### src/rtl/shift_pkg.sv
// Shared mode encodings and FSM state type for the iterative right shifter.
package shift_pkg;

  localparam logic [1:0] SHR_LOGICAL = 2'b00;
  localparam logic [1:0] SHR_ARITH   = 2'b01;
  localparam logic [1:0] SHR_ROTATE  = 2'b10;

  typedef enum logic [1:0] {
    StIdle  = 2'b00,
    StShift = 2'b01,
    StDone  = 2'b10
  } shr_state_e;

endpackage

### src/rtl/shift_right_iter_if.sv
// Valid/ready operand and result bundle for shift_right_iter.
interface shift_right_iter_if #(
    parameter int unsigned WIDTH = 16
);
    localparam int unsigned CNT_W = $clog2(WIDTH);

    logic             in_valid;
    logic             in_ready;
    logic [WIDTH-1:0] In;
    logic [CNT_W-1:0] Cnt;
    logic [1:0]       Mode;
    logic             out_valid;
    logic             out_ready;
    logic [WIDTH-1:0] Out;

    modport master (
        output in_valid, In, Cnt, Mode, out_ready,
        input  in_ready, out_valid, Out
    );

    modport slave (
        input  in_valid, In, Cnt, Mode, out_ready,
        output in_ready, out_valid, Out
    );
endinterface

### src/rtl/mux2_cell.sv
// Single-bit 2:1 mux cell shared by the shift stages.
module mux2_cell (
    input  logic a,
    input  logic b,
    input  logic sel,
    output logic y
);
    assign y = sel ? b : a;
endmodule

### src/rtl/shift_right_step.sv
// Combinational right-shift-by-1-or-2 stage, one mux2_cell per bit.
// Rotate fill exists only when SHIFT_RIGHT_ROTATE_EN is defined.
module shift_right_step
    import shift_pkg::*;
#(
    parameter int unsigned WIDTH = 16
) (
    input  logic [WIDTH-1:0] In,
    input  logic             Two,
    input  logic [1:0]       Mode,
    output logic [WIDTH-1:0] Out
);
    logic             fill1, fill2_hi, fill2_lo;
    logic [WIDTH-1:0] src1, src2;

    always_comb begin
        fill1    = 1'b0;
        fill2_hi = 1'b0;
        fill2_lo = 1'b0;
        if (Mode == SHR_ARITH) begin
            fill1    = In[WIDTH-1];
            fill2_hi = In[WIDTH-1];
            fill2_lo = In[WIDTH-1];
        end
`ifdef SHIFT_RIGHT_ROTATE_EN
        else if (Mode == SHR_ROTATE) begin
            // Bits leaving the LSB end wrap into the vacated MSBs.
            fill1    = In[0];
            fill2_hi = In[1];
            fill2_lo = In[0];
        end
`endif
    end

`ifndef SHIFT_RIGHT_ROTATE_EN
    logic unused_lsb;
    assign unused_lsb = In[0];
`endif

    assign src1 = {fill1, In[WIDTH-1:1]};
    assign src2 = {fill2_hi, fill2_lo, In[WIDTH-1:2]};

    for (genvar i = 0; i < WIDTH; i++) begin : g_bit
        mux2_cell u_mux (
            .a  (src1[i]),
            .b  (src2[i]),
            .sel(Two),
            .y  (Out[i])
        );
    end
endmodule

### src/rtl/shift_right_iter.sv
// Multi-cycle right shifter: retires up to 2 bit positions per clock.
// Optional rotate mode enabled by SHIFT_RIGHT_ROTATE_EN.
module shift_right_iter
    import shift_pkg::*;
#(
    parameter int unsigned WIDTH = 16
) (
    input  logic                clk,
    input  logic                rst,
    shift_right_iter_if.slave   bus
);
    localparam int unsigned CNT_W = $clog2(WIDTH);

    shr_state_e       state_q, state_d;
    logic [WIDTH-1:0] data_q, data_d;
    logic [CNT_W-1:0] rem_q, rem_d;
    logic [1:0]       mode_q, mode_d;
    logic             two;
    logic [WIDTH-1:0] step_out;

    assign two = (rem_q >= CNT_W'(2));

    shift_right_step #(
        .WIDTH(WIDTH)
    ) u_step (
        .In  (data_q),
        .Two (two),
        .Mode(mode_q),
        .Out (step_out)
    );

    always_comb begin
        state_d = state_q;
        data_d  = data_q;
        rem_d   = rem_q;
        mode_d  = mode_q;
        unique case (state_q)
            StIdle: begin
                if (bus.in_valid) begin
                    data_d  = bus.In;
                    rem_d   = bus.Cnt;
                    mode_d  = bus.Mode;
                    state_d = (bus.Cnt == '0) ? StDone : StShift;
                end
            end
            StShift: begin
                data_d = step_out;
                rem_d  = rem_q - (two ? CNT_W'(2) : CNT_W'(1));
                if (rem_q <= CNT_W'(2)) state_d = StDone;
            end
            StDone: begin
                if (bus.out_ready) state_d = StIdle;
            end
            default: state_d = StIdle;
        endcase
    end

    always_ff @(posedge clk) begin
        if (rst) begin
            state_q <= StIdle;
            data_q  <= '0;
            rem_q   <= '0;
            mode_q  <= SHR_LOGICAL;
        end else begin
            state_q <= state_d;
            data_q  <= data_d;
            rem_q   <= rem_d;
            mode_q  <= mode_d;
        end
    end

    assign bus.in_ready  = (state_q == StIdle);
    assign bus.out_valid = (state_q == StDone);
    assign bus.Out       = data_q;
endmodule

### src/flat_wrapper.sv
// flat-port wrapper written by rule: the top's interface ports become plain ports
module shift_right_iter_flat import shift_pkg::*;
#(
    parameter int unsigned WIDTH = 16
)
  (clk, rst, bus_in_valid, bus_In, bus_Cnt, bus_Mode, bus_out_ready, bus_in_ready, bus_out_valid, bus_Out);
  shift_right_iter_if #(.WIDTH(WIDTH)) bus_i ();
  input  logic clk;
  input  logic rst;
  input wire logic [$bits(bus_i.in_valid)-1:0] bus_in_valid;
  input wire logic [$bits(bus_i.In)-1:0] bus_In;
  input wire logic [$bits(bus_i.Cnt)-1:0] bus_Cnt;
  input wire logic [$bits(bus_i.Mode)-1:0] bus_Mode;
  input wire logic [$bits(bus_i.out_ready)-1:0] bus_out_ready;
  output wire logic [$bits(bus_i.in_ready)-1:0] bus_in_ready;
  output wire logic [$bits(bus_i.out_valid)-1:0] bus_out_valid;
  output wire logic [$bits(bus_i.Out)-1:0] bus_Out;
  assign bus_i.in_valid = bus_in_valid;
  assign bus_i.In = bus_In;
  assign bus_i.Cnt = bus_Cnt;
  assign bus_i.Mode = bus_Mode;
  assign bus_i.out_ready = bus_out_ready;
  assign bus_in_ready = bus_i.in_ready;
  assign bus_out_valid = bus_i.out_valid;
  assign bus_Out = bus_i.Out;
  shift_right_iter #(.WIDTH(WIDTH)) u_core (.clk(clk), .rst(rst), .bus(bus_i));
endmodule
### config.mk
export PLATFORM = sky130hd
export DESIGN_NAME = shift_right_iter_flat
export DESIGN_NICKNAME = d
export VERILOG_FILES = /design/src/rtl/shift_pkg.sv /design/src/rtl/shift_right_iter_if.sv /design/src/rtl/mux2_cell.sv /design/src/rtl/shift_right_step.sv /design/src/rtl/shift_right_iter.sv /design/src/flat_wrapper.sv
export SDC_FILE = /design/constraint.sdc
export NUM_CORES = 1
export LEC_CHECK = 0
export BUFFER_PORTS_ARGS = -buffer_cell sky130_fd_sc_hd__buf_2
export CAP_MARGIN = 0
export CORE_UTILIZATION = 45
export DETAILED_ROUTE_END_ITERATION = 16
export GPL_ROUTABILITY_DRIVEN = 0
export GPL_TIMING_DRIVEN = 1
export PLACE_DENSITY = 0.8
export SYNTH_ARGS = -nofsm -noshare
export SYNTH_HDL_FRONTEND = slang
export SYNTH_SLANG_ARGS = --single-unit
### constraint.sdc
create_clock -name clk -period 2.6 [get_ports clk]
set_input_delay 0.52 -clock clk [delete_from_list [all_inputs] [get_ports clk]]
set_output_delay 0.52 -clock clk [all_outputs]
set_load 0.005 [all_outputs]
Word-level counts from Yosys, hierarchy flattened. Cells that the tools add are included.

Logic and storage cells: 45. Flip-flop bits (word level): 24. Output and inout bits: 18.

Equal/unequal tests: 6. Reduce and logical (&&, ||, !) cells: 6. Magnitude comparators: 2. Add/sub/neg operators: 1. Muxes and demuxes: 26.

Operators with widths (count): 16-bit one-hot mux with 2 select lines (1); 1-bit 2-to-1 mux (16); 16-bit 2-to-1 mux (1); 2-bit 2-to-1 mux (5); 4-bit one-hot mux with 2 select lines (1); 2-bit one-hot mux with 3 select lines (1); 2-bit by 1-bit == test with 1-bit output, second input constant (2); 4-bit by 2-bit greater-or-equal comparator with 1-bit output, second input constant (1); 4-bit by 2-bit less-or-equal comparator with 1-bit output, second input constant (1); 4-bit logical NOT (1); 4-bit 2-to-1 mux (1); 2-bit inequality test, second input constant (2); 2-bit AND reduction (2); 4-bit subtractor (1); 3-bit AND reduction (1); 2-bit == test, second input constant (1); 2-bit logical NOT (1); 2-bit by 1-bit inequality test with 1-bit output, second input constant (1); 2-bit nonzero test (1).

Depth between registers and ports, before layout. Gate-level depths: netlist of run 1.

Depth in word-level cells: 4. Mapped depth: 10. Mapped depth without buffers: 8.

Cells and area by module. From an unflattened synthesis of run 1, not the netlist that was laid out.

Cells, all modules: 147. Area, all modules: 1463.9 um2.

By module, submodules not included: shift_right_iter (area an instance 1214.9 um2, cells each 130, instances 1); mux2_cell (area an instance 15.0 um2, cells each 1, instances 16); shift_right_step (area an instance 8.8 um2, cells each 1, instances 1).

Worst setup path after synthesis of run 1. Ideal clock, no wire load.

Kind: register to register. Start: reg u_core.rem_q[1]. End: reg u_core.rem_q[2]. Cell stages (with the launch flop): 11. Period minus slack after synthesis: 1961 ps. Buffers on the path: 2. Setup time: 71 ps. Path slack: 639 ps. Arrival: 1891 ps. Cells stage by stage: dfxtp_1 -> or3_1 -> buf_6 -> clkinv_8 -> buf_12 -> ha_1 -> inv_1 -> fa_1 -> nor3_1 -> a21oi_1 -> a21oi_1.

Cells in the longest elaborated chain, start to end: 4.

Ends and longest elaborated chain: start: declaration (line shift_right_iter.sv:16) `logic [CNT_W-1:0] rem_q, rem_d;`; start signal: assignment (line shift_right_iter.sv:67) `rem_q <= rem_d;`; 4-bit by 2-bit greater-or-equal comparator with 1-bit output (line shift_right_iter.sv:21) `assign two = (rem_q >= CNT_W'(2));`; 2-bit 2-to-1 mux (line shift_right_iter.sv:48) `rem_d = rem_q - (two ? CNT_W'(2) : CNT_W'(1));`; 4-bit subtractor * (line shift_right_iter.sv:48); 4-bit one-hot mux with 2 select lines * (line shift_right_iter.sv:37) `unique case (state_q)`.

Mark *: on every way between the ends. The rest lies on a longest branch, timed or not. A chain may end at the register's enable or synchronous reset.

Worst setup path after layout of run 1. Same ends and word-level chain as after synthesis.

==> flow_summary.yaml, run 1 <==
route:
  wire_per_inst_um: 13.2
  viasPerCell: 5.48
  wl_mm: 3.33
  drtIter0Drc: 70
  vias: 1381
  drt-pass1-iter-count: 4
  drcViolationCount: 0
  ant_nets: 0
yosys:
  synth_edf_count: 0
  synth_cells: 187
  syn_area_per_cell_sq_um: 8.16
  ys_seq_area_frac: 0.315
  syn-num-nets: 216
  yosysTopAreaCell: "dfxtp_1"
  netlist_area_sq_mm: 0.00153
  ys.flop_type: "dfxtp_1"
  async_reset_ff_frac: 0
  synthDistinctLibCells: 35
  synth_top_area_share: 0.315
  synth.area.top_cells: "dfxtp_1 (31%), a21oi_1 (9.5%), o41ai_2 (8.5%), buf_4 (7.9%), nor3_1 (6.2%)"
  ys_warn_count: 0
  ys_ff_latch: 24
clock_network:
  clock_insertion_delay_worst_skew_ns: 0.32
  clk_pin_slew_ns: 0.13
  cts_htree_levels: 1
  post_cts_resized: 0
  cts_tree: "built"
  cts_buffer_depth: 2
  hold_buffers: 0
  cts_sinks: 24
  post_cts_buffers: 0
  numCtsBuffers: 3
  root_buffer: "clkbuf_4"
floorplanning:
  die_x_um: 60.2
  dieArea_sq_mm: 0.00363
  core_area_sq_mm: 0.00313
  io_pins: 44
  die_h_um: 60.2
  start_util: 0.488
  rows: 20
layout:
  fill_cells: 301
  fin_nets: 238
  final_layout_size_suffix_gt1_frac: 0.313
  diodes: 0
  fin_util: 0.532
  synthToLayoutAreaGrowth_pct: 9.02
  seqCellArea_sq_um: 480
  multi_input_area_sq_um: 801
worst_setup_path:
  worstPathCellList: "or3_1 > clkinv_8 > ha_1 > inv_1 > fa_1 > nor3_1 > a21oi_1 > a21oi_1"
  arrival_ns: 2.34
  end_kind: "flip-flop"
  crit_top_cell: "a21oi_1"
  max_stage_delay_ns: 0.48
  crit_fanout: 18
  cp_slowest_cell: "or3_1"
  crit_path_start_kind: "flip-flop"
  worstRegToRegCells: 8
  crit_type: "reg -> reg"
  required_ns: 2.87
sta:
  relSlewSlack: 0.563
  skew_ns: 0.00266
  tightest_slew_ns: 0.656
  min_period_ns: 2.07
  final_hold_viol_count: 0
  setup_viol: 0
  slew_violations: 0
  tns_ns: 0
  rsz0062_at_grt: "false"
  fmax_mhz: 483
  min_period_over_period: 0.796
global_routing:
  antenna_found_initial: 0
  grt_pass1_wl_mm: 5.81
  grt_overflow_total: 0
  grt_max_degree: 23
  grt_pass1_vias: 1298
  grt_usage: 0.211
hold_path:
  min_path_type: "in -> reg"
  hold_path_depth: 3
power_and_ir_drop:
  p_per_area_mw_per_mm2: 778
  leakage_nw: 0.752
  p_total_mw: 1.29
  vdd_drop_max_v: 0.000320
placed_design:
  dp_hpwl_mm: 2.50
  io_buffers: 43
job:
  drv_cap: 0
status:
  status: "finished, final reports clean"
==> final timing paths <==
path / startpoint / to / slack (ns)
worst max register to register: u_core.rem_q[1]$_SDFFE_PP0P_ / u_core.rem_q[2]$_SDFFE_PP0P_ / 0.53
worst min register to register: u_core.bus.Out[0]$_SDFFE_PP0P_ / u_core.bus.Out[0]$_SDFFE_PP0P_ / 0.46
worst min-delay path: bus_In[15] / u_core.bus.Out[15]$_SDFFE_PP0P_ / 0.42
worst max-delay path: u_core.rem_q[1]$_SDFFE_PP0P_ / u_core.rem_q[2]$_SDFFE_PP0P_ / 0.53
==> worst max-delay path, delay by kind of cell (launching register included) <==
kind            cells  cell delay [ns]
flops               1             0.39
fa+ha+maj           2             0.58
simple gates        2             0.66
buf+inv             2             0.20
compound gates      2             0.19
==> kinds of logic after synthesis <==
| kind of cell | share of synthesized area |
|---|---|
| AO/OA/AOI/OAI | 0.298 |
| adder cells (fa/ha/maj) | 0.0295 |
| buffers and inverters | 0.161 |
| flip-flops | 0.315 |
| multiplexers | 0.00738 |
| AND/OR/NAND/NOR | 0.189 |
==> stage by stage <==
stage / std cells / setup WS [ns] / hold WS, ns / cell area, sq um
global placement: 248 / 0.654 / 0.433 / 1630
CTS: 252 / 0.527 / 0.407 / 1660
floorplan: 187 / 0.639 / 0.433 / 1530
global route: 252 / 0.404 / 0.453 / 1660
detailed placement: 248 / 0.558 / 0.438 / 1630
finish: 252 / 0.531 / 0.415 / 1660
==> cell type report <==
class | count | area share
Clock buffer | 4 | 0.0218
Multi-Input combinational cell | 126 | 0.481
Inverter | 5 | 0.0188
Sequential cell | 24 | 0.289
Timing Repair Buffer | 49 | 0.156
Tap cell | 44 | 0.0331
==> cells in the mapped netlist, types with 2 or more instances <==
| cell | n |
|---|---|
| nor2b_1 | 4 |
| ha_1 | 2 |
| a21o_1 | 6 |
| nor3_1 | 19 |
| nand2_1 | 22 |
| nor2_1 | 8 |
| a21oi_1 | 29 |
| inv_1 | 4 |
| dfxtp_1 | 24 |
| buf_4 | 16 |
| buf_2 | 8 |
| o41ai_2 | 8 |
| o21ai_0 | 2 |
| a211oi_1 | 9 |
| clkbuf_1 | 6 |
==> metal layers <==
| metal | GRT usage | up-vias | share of wire |
|---|---|---|---|
| met3 | 0.0195 | 4 | 0.050 |
| met2 | 0.336 | 37 | 0.47 |
| met4 | 0.0864 | 0 | 0.012 |
| li1 | - | 703 | - |
| met5 | 0 | - | 0 |
| met1 | 0.290 | 637 | 0.46 |
==> state kept, by name, summed over array words and instances, names as in the netlist <==
| signal | cells |
|---|---|
| u_core.bus.Out | 16 |
| u_core.mode_q | 2 |
| u_core.rem_q | 4 |
| u_core.state_q | 2 |
==> placed cells by master (no fill, tap or decap), types with 2 or more instances in the layout <==
cell type  Yosys  layout
a211oi_1       9       9
a21oi_1       29      29
dfxtp_1       24      24
ha_1           2       2
buf_4         16       6
buf_2          8      43
nor2_1         8       8
nor2b_1        4       4
a21o_1         6       6
nor3_1        19      19
inv_1          4       4
clkbuf_4       0       3
o21ai_0        2       2
nand2_1       22      22
o41ai_2        8       8
==> power by group <==
part	switching, mW	internal, mW
Combinational	0.321	0.241
Clock	0.118	0.0858
Sequential	0.0851	0.443
Total	0.524	0.770
Power figures use the tool's default switching activity.
==> inputs of run 2 (changes only) <==
Clock period 2.6 ns to 1.95 ns, I/O delays scaled along.
==> flow_summary.yaml, run 2 (synthesized netlist as in run 1, its figures left out) <==
status:
  status: "finished, final reports clean"
worst_setup_path:
  crit_path_start: "u_core.rem_q[3]$_SDFFE_PP0P_"
  max_stage_delay_ns: 0.44
  r2r_end: "u_core.rem_q[2]$_SDFFE_PP0P_"
  worstRegToRegCells: 8
  reg2reg_slack_ns: 0.09
  crit_top_cell: "a21oi_1"
  required_ns: 2.21
  worst-path-buf-inv: 2
  r2r_start: "u_core.rem_q[3]$_SDFFE_PP0P_"
  arrival_ns: 2.12
  cp_slowest_cell: "or3_4"
  cp-endpoint: "u_core.rem_q[2]$_SDFFE_PP0P_"
  end_kind: "flip-flop"
  crit_type: "reg -> reg"
  crit_path_start_kind: "flip-flop"
  cp_top_family: "simple AND/OR/NAND/NOR gates"
  crit_cells: 8
  crit_fanout: 5
  worstPathCellList: "or3_4 > clkinv_8 > ha_1 > inv_1 > fa_1 > nor3_1 > a21oi_1 > a21oi_1"
power_and_ir_drop:
  p_per_area_mw_per_mm2: 1040
  p_total_mw: 1.77
  internal_power_mw: 1.07
  vdd_drop_max_v: 0.000382
  clkPwrFrac: 0.151
  leakage_nw: 0.777
  p_seq_frac: 0.389
  p_sw_frac: 0.399
  switching_power_uw: 709
  p_comb_frac: 0.460
clock_network:
  root_buffer: "clkbuf_4"
  cts_buffer_depth: 2
  cts_sinks: 24
  cts_tree: "built"
  clock_insertion_delay_worst_skew_ns: 0.31
  clk_pin_slew_ns: 0.13
  cts_htree_levels: 1
  numCtsBuffers: 3
  post_cts_buffers: 0
route:
  drcViolationCount: 0
  vias: 1402
  wl_mm: 3.54
  ant_nets: 0
  viasPerCell: 5.48
  wire_per_inst_um: 13.8
  drtIter0Drc: 107
  drt-pass1-iter-count: 4
layout:
  final_area_sq_mm: 0.00171
  final_cells: 256
  fin_nets: 242
  multi_input_area_sq_um: 806
  final_layout_size_suffix_gt1_frac: 0.330
  layout_common_cells: "buf_2 (43), a21oi_1 (29), dfxtp_1 (24)"
  synthToLayoutAreaGrowth_pct: 12.1
  fill_cells: 289
  largest_reg_flops: 16
  seqCellArea_sq_um: 480
  mostFrequentLayoutCell: "buf_2"
  diodes: 0
floorplanning:
  start_util: 0.488
  rows: 20
  dieArea_sq_mm: 0.00363
  io_pins: 44
  core_area_sq_mm: 0.00313
  die_h_um: 60.2
  die_x_um: 60.2
global_routing:
  grt_overflow_total: 0
  grt_pass1_vias: 1251
  grt_usage: 0.214
  grt_max_degree: 23
  antenna_found_initial: 0
  grt_pass1_wl_mm: 5.84
sta:
  final_hold_viol_count: 0
  relSlewSlack: 0.417
  min_period_ns: 1.86
  min_period_over_period: 0.955
  skew_ns: 0.00211
  slew_violations: 0
  tightest_slew_ns: 0.869
  fmax_mhz: 537
  setup_viol: 0
hold_path:
  min_path_type: "in -> reg"
placed_design:
  dp_hpwl_mm: 2.58
  io_buffers: 43
  placed_cells: 252
  place_area_sq_mm: 0.00167
job:
  drv_cap: 0
==> run 2: cell types whose count changed in the layout (fill, tap and decap cells not counted), sizes merged <==
cell / delta
buf: +4
==> run 2: stage by stage <==
stage	setup WS (ns)	util	TNS, ns	hold WS [ns]
floorplan	0.0194	-	0	0.433
global placement	0.124	0.534	0	0.431
detailed placement	0.0716	0.534	0	0.455
CTS	0.0306	0.546	0	0.293
global route	-0.00388	0.547	-0.00388	0.293
finish	0.0886	0.547	0	0.293
==> run 2: metal layers <==
layer  wire [um]  GRT usage  share of wire
met1        1670      0.307           0.47
met2        1600      0.331           0.45
met3         234     0.0346          0.066
met4          32     0.0498         0.0090
met5           0          0              0
==> run 2: repair_timing <==
item                       4_1_cts  5_1_grt
resized for setup                0        1
hold endpoints to repair         0        0
hold buffers                     0        0
setup endpoints to repair        0        3
==> run 2: cell type report <==
| cell class | instances | area share |
|---|---|---|
| inverters | 5 | 0.0183 |
| multi-input cells | 126 | 0.471 |
| repair buffers | 53 | 0.177 |
| flip-flops and latches | 24 | 0.281 |
| well taps | 44 | 0.0322 |
| clock buffers | 4 | 0.0212 |
==> run 2: worst min-delay path by stage <==
stage	start	endpoint	slack [ns]	cells past startpoint
floorplan	u_core.mode_q[1]$_SDFFE_PP0P_	u_core.mode_q[1]$_SDFFE_PP0P_	0.43	2
global placement	u_core.bus.Out[0]$_SDFFE_PP0P_	u_core.bus.Out[0]$_SDFFE_PP0P_	0.43	1
detailed placement	u_core.mode_q[0]$_SDFFE_PP0P_	u_core.mode_q[0]$_SDFFE_PP0P_	0.45	2
CTS	bus_Mode[0]	u_core.mode_q[0]$_SDFFE_PP0P_	0.29	3
global route	bus_In[15]	u_core.bus.Out[15]$_SDFFE_PP0P_	0.29	3
finish	bus_In[15]	u_core.bus.Out[15]$_SDFFE_PP0P_	0.29	3
==> run 2: power groups by stage <==
stage | clock [mW] | combinational [mW] | sequential [mW]
2_1_floorplan | 0 | 0.693 | 0.675
3_3_place_gp | 0 | 0.781 | 0.695
3_5_place_dp | 0 | 0.801 | 0.699
4_1_cts | 0.273 | 0.803 | 0.688
5_1_grt | 0.299 | 0.919 | 0.705
6_report | 0.268 | 0.815 | 0.690
==> run 2: tightest hold or removal path, stage by stage <==
cell,delay [ns]
buf_2,0.09
nand2_1,0.04
a21oi_1,0.05
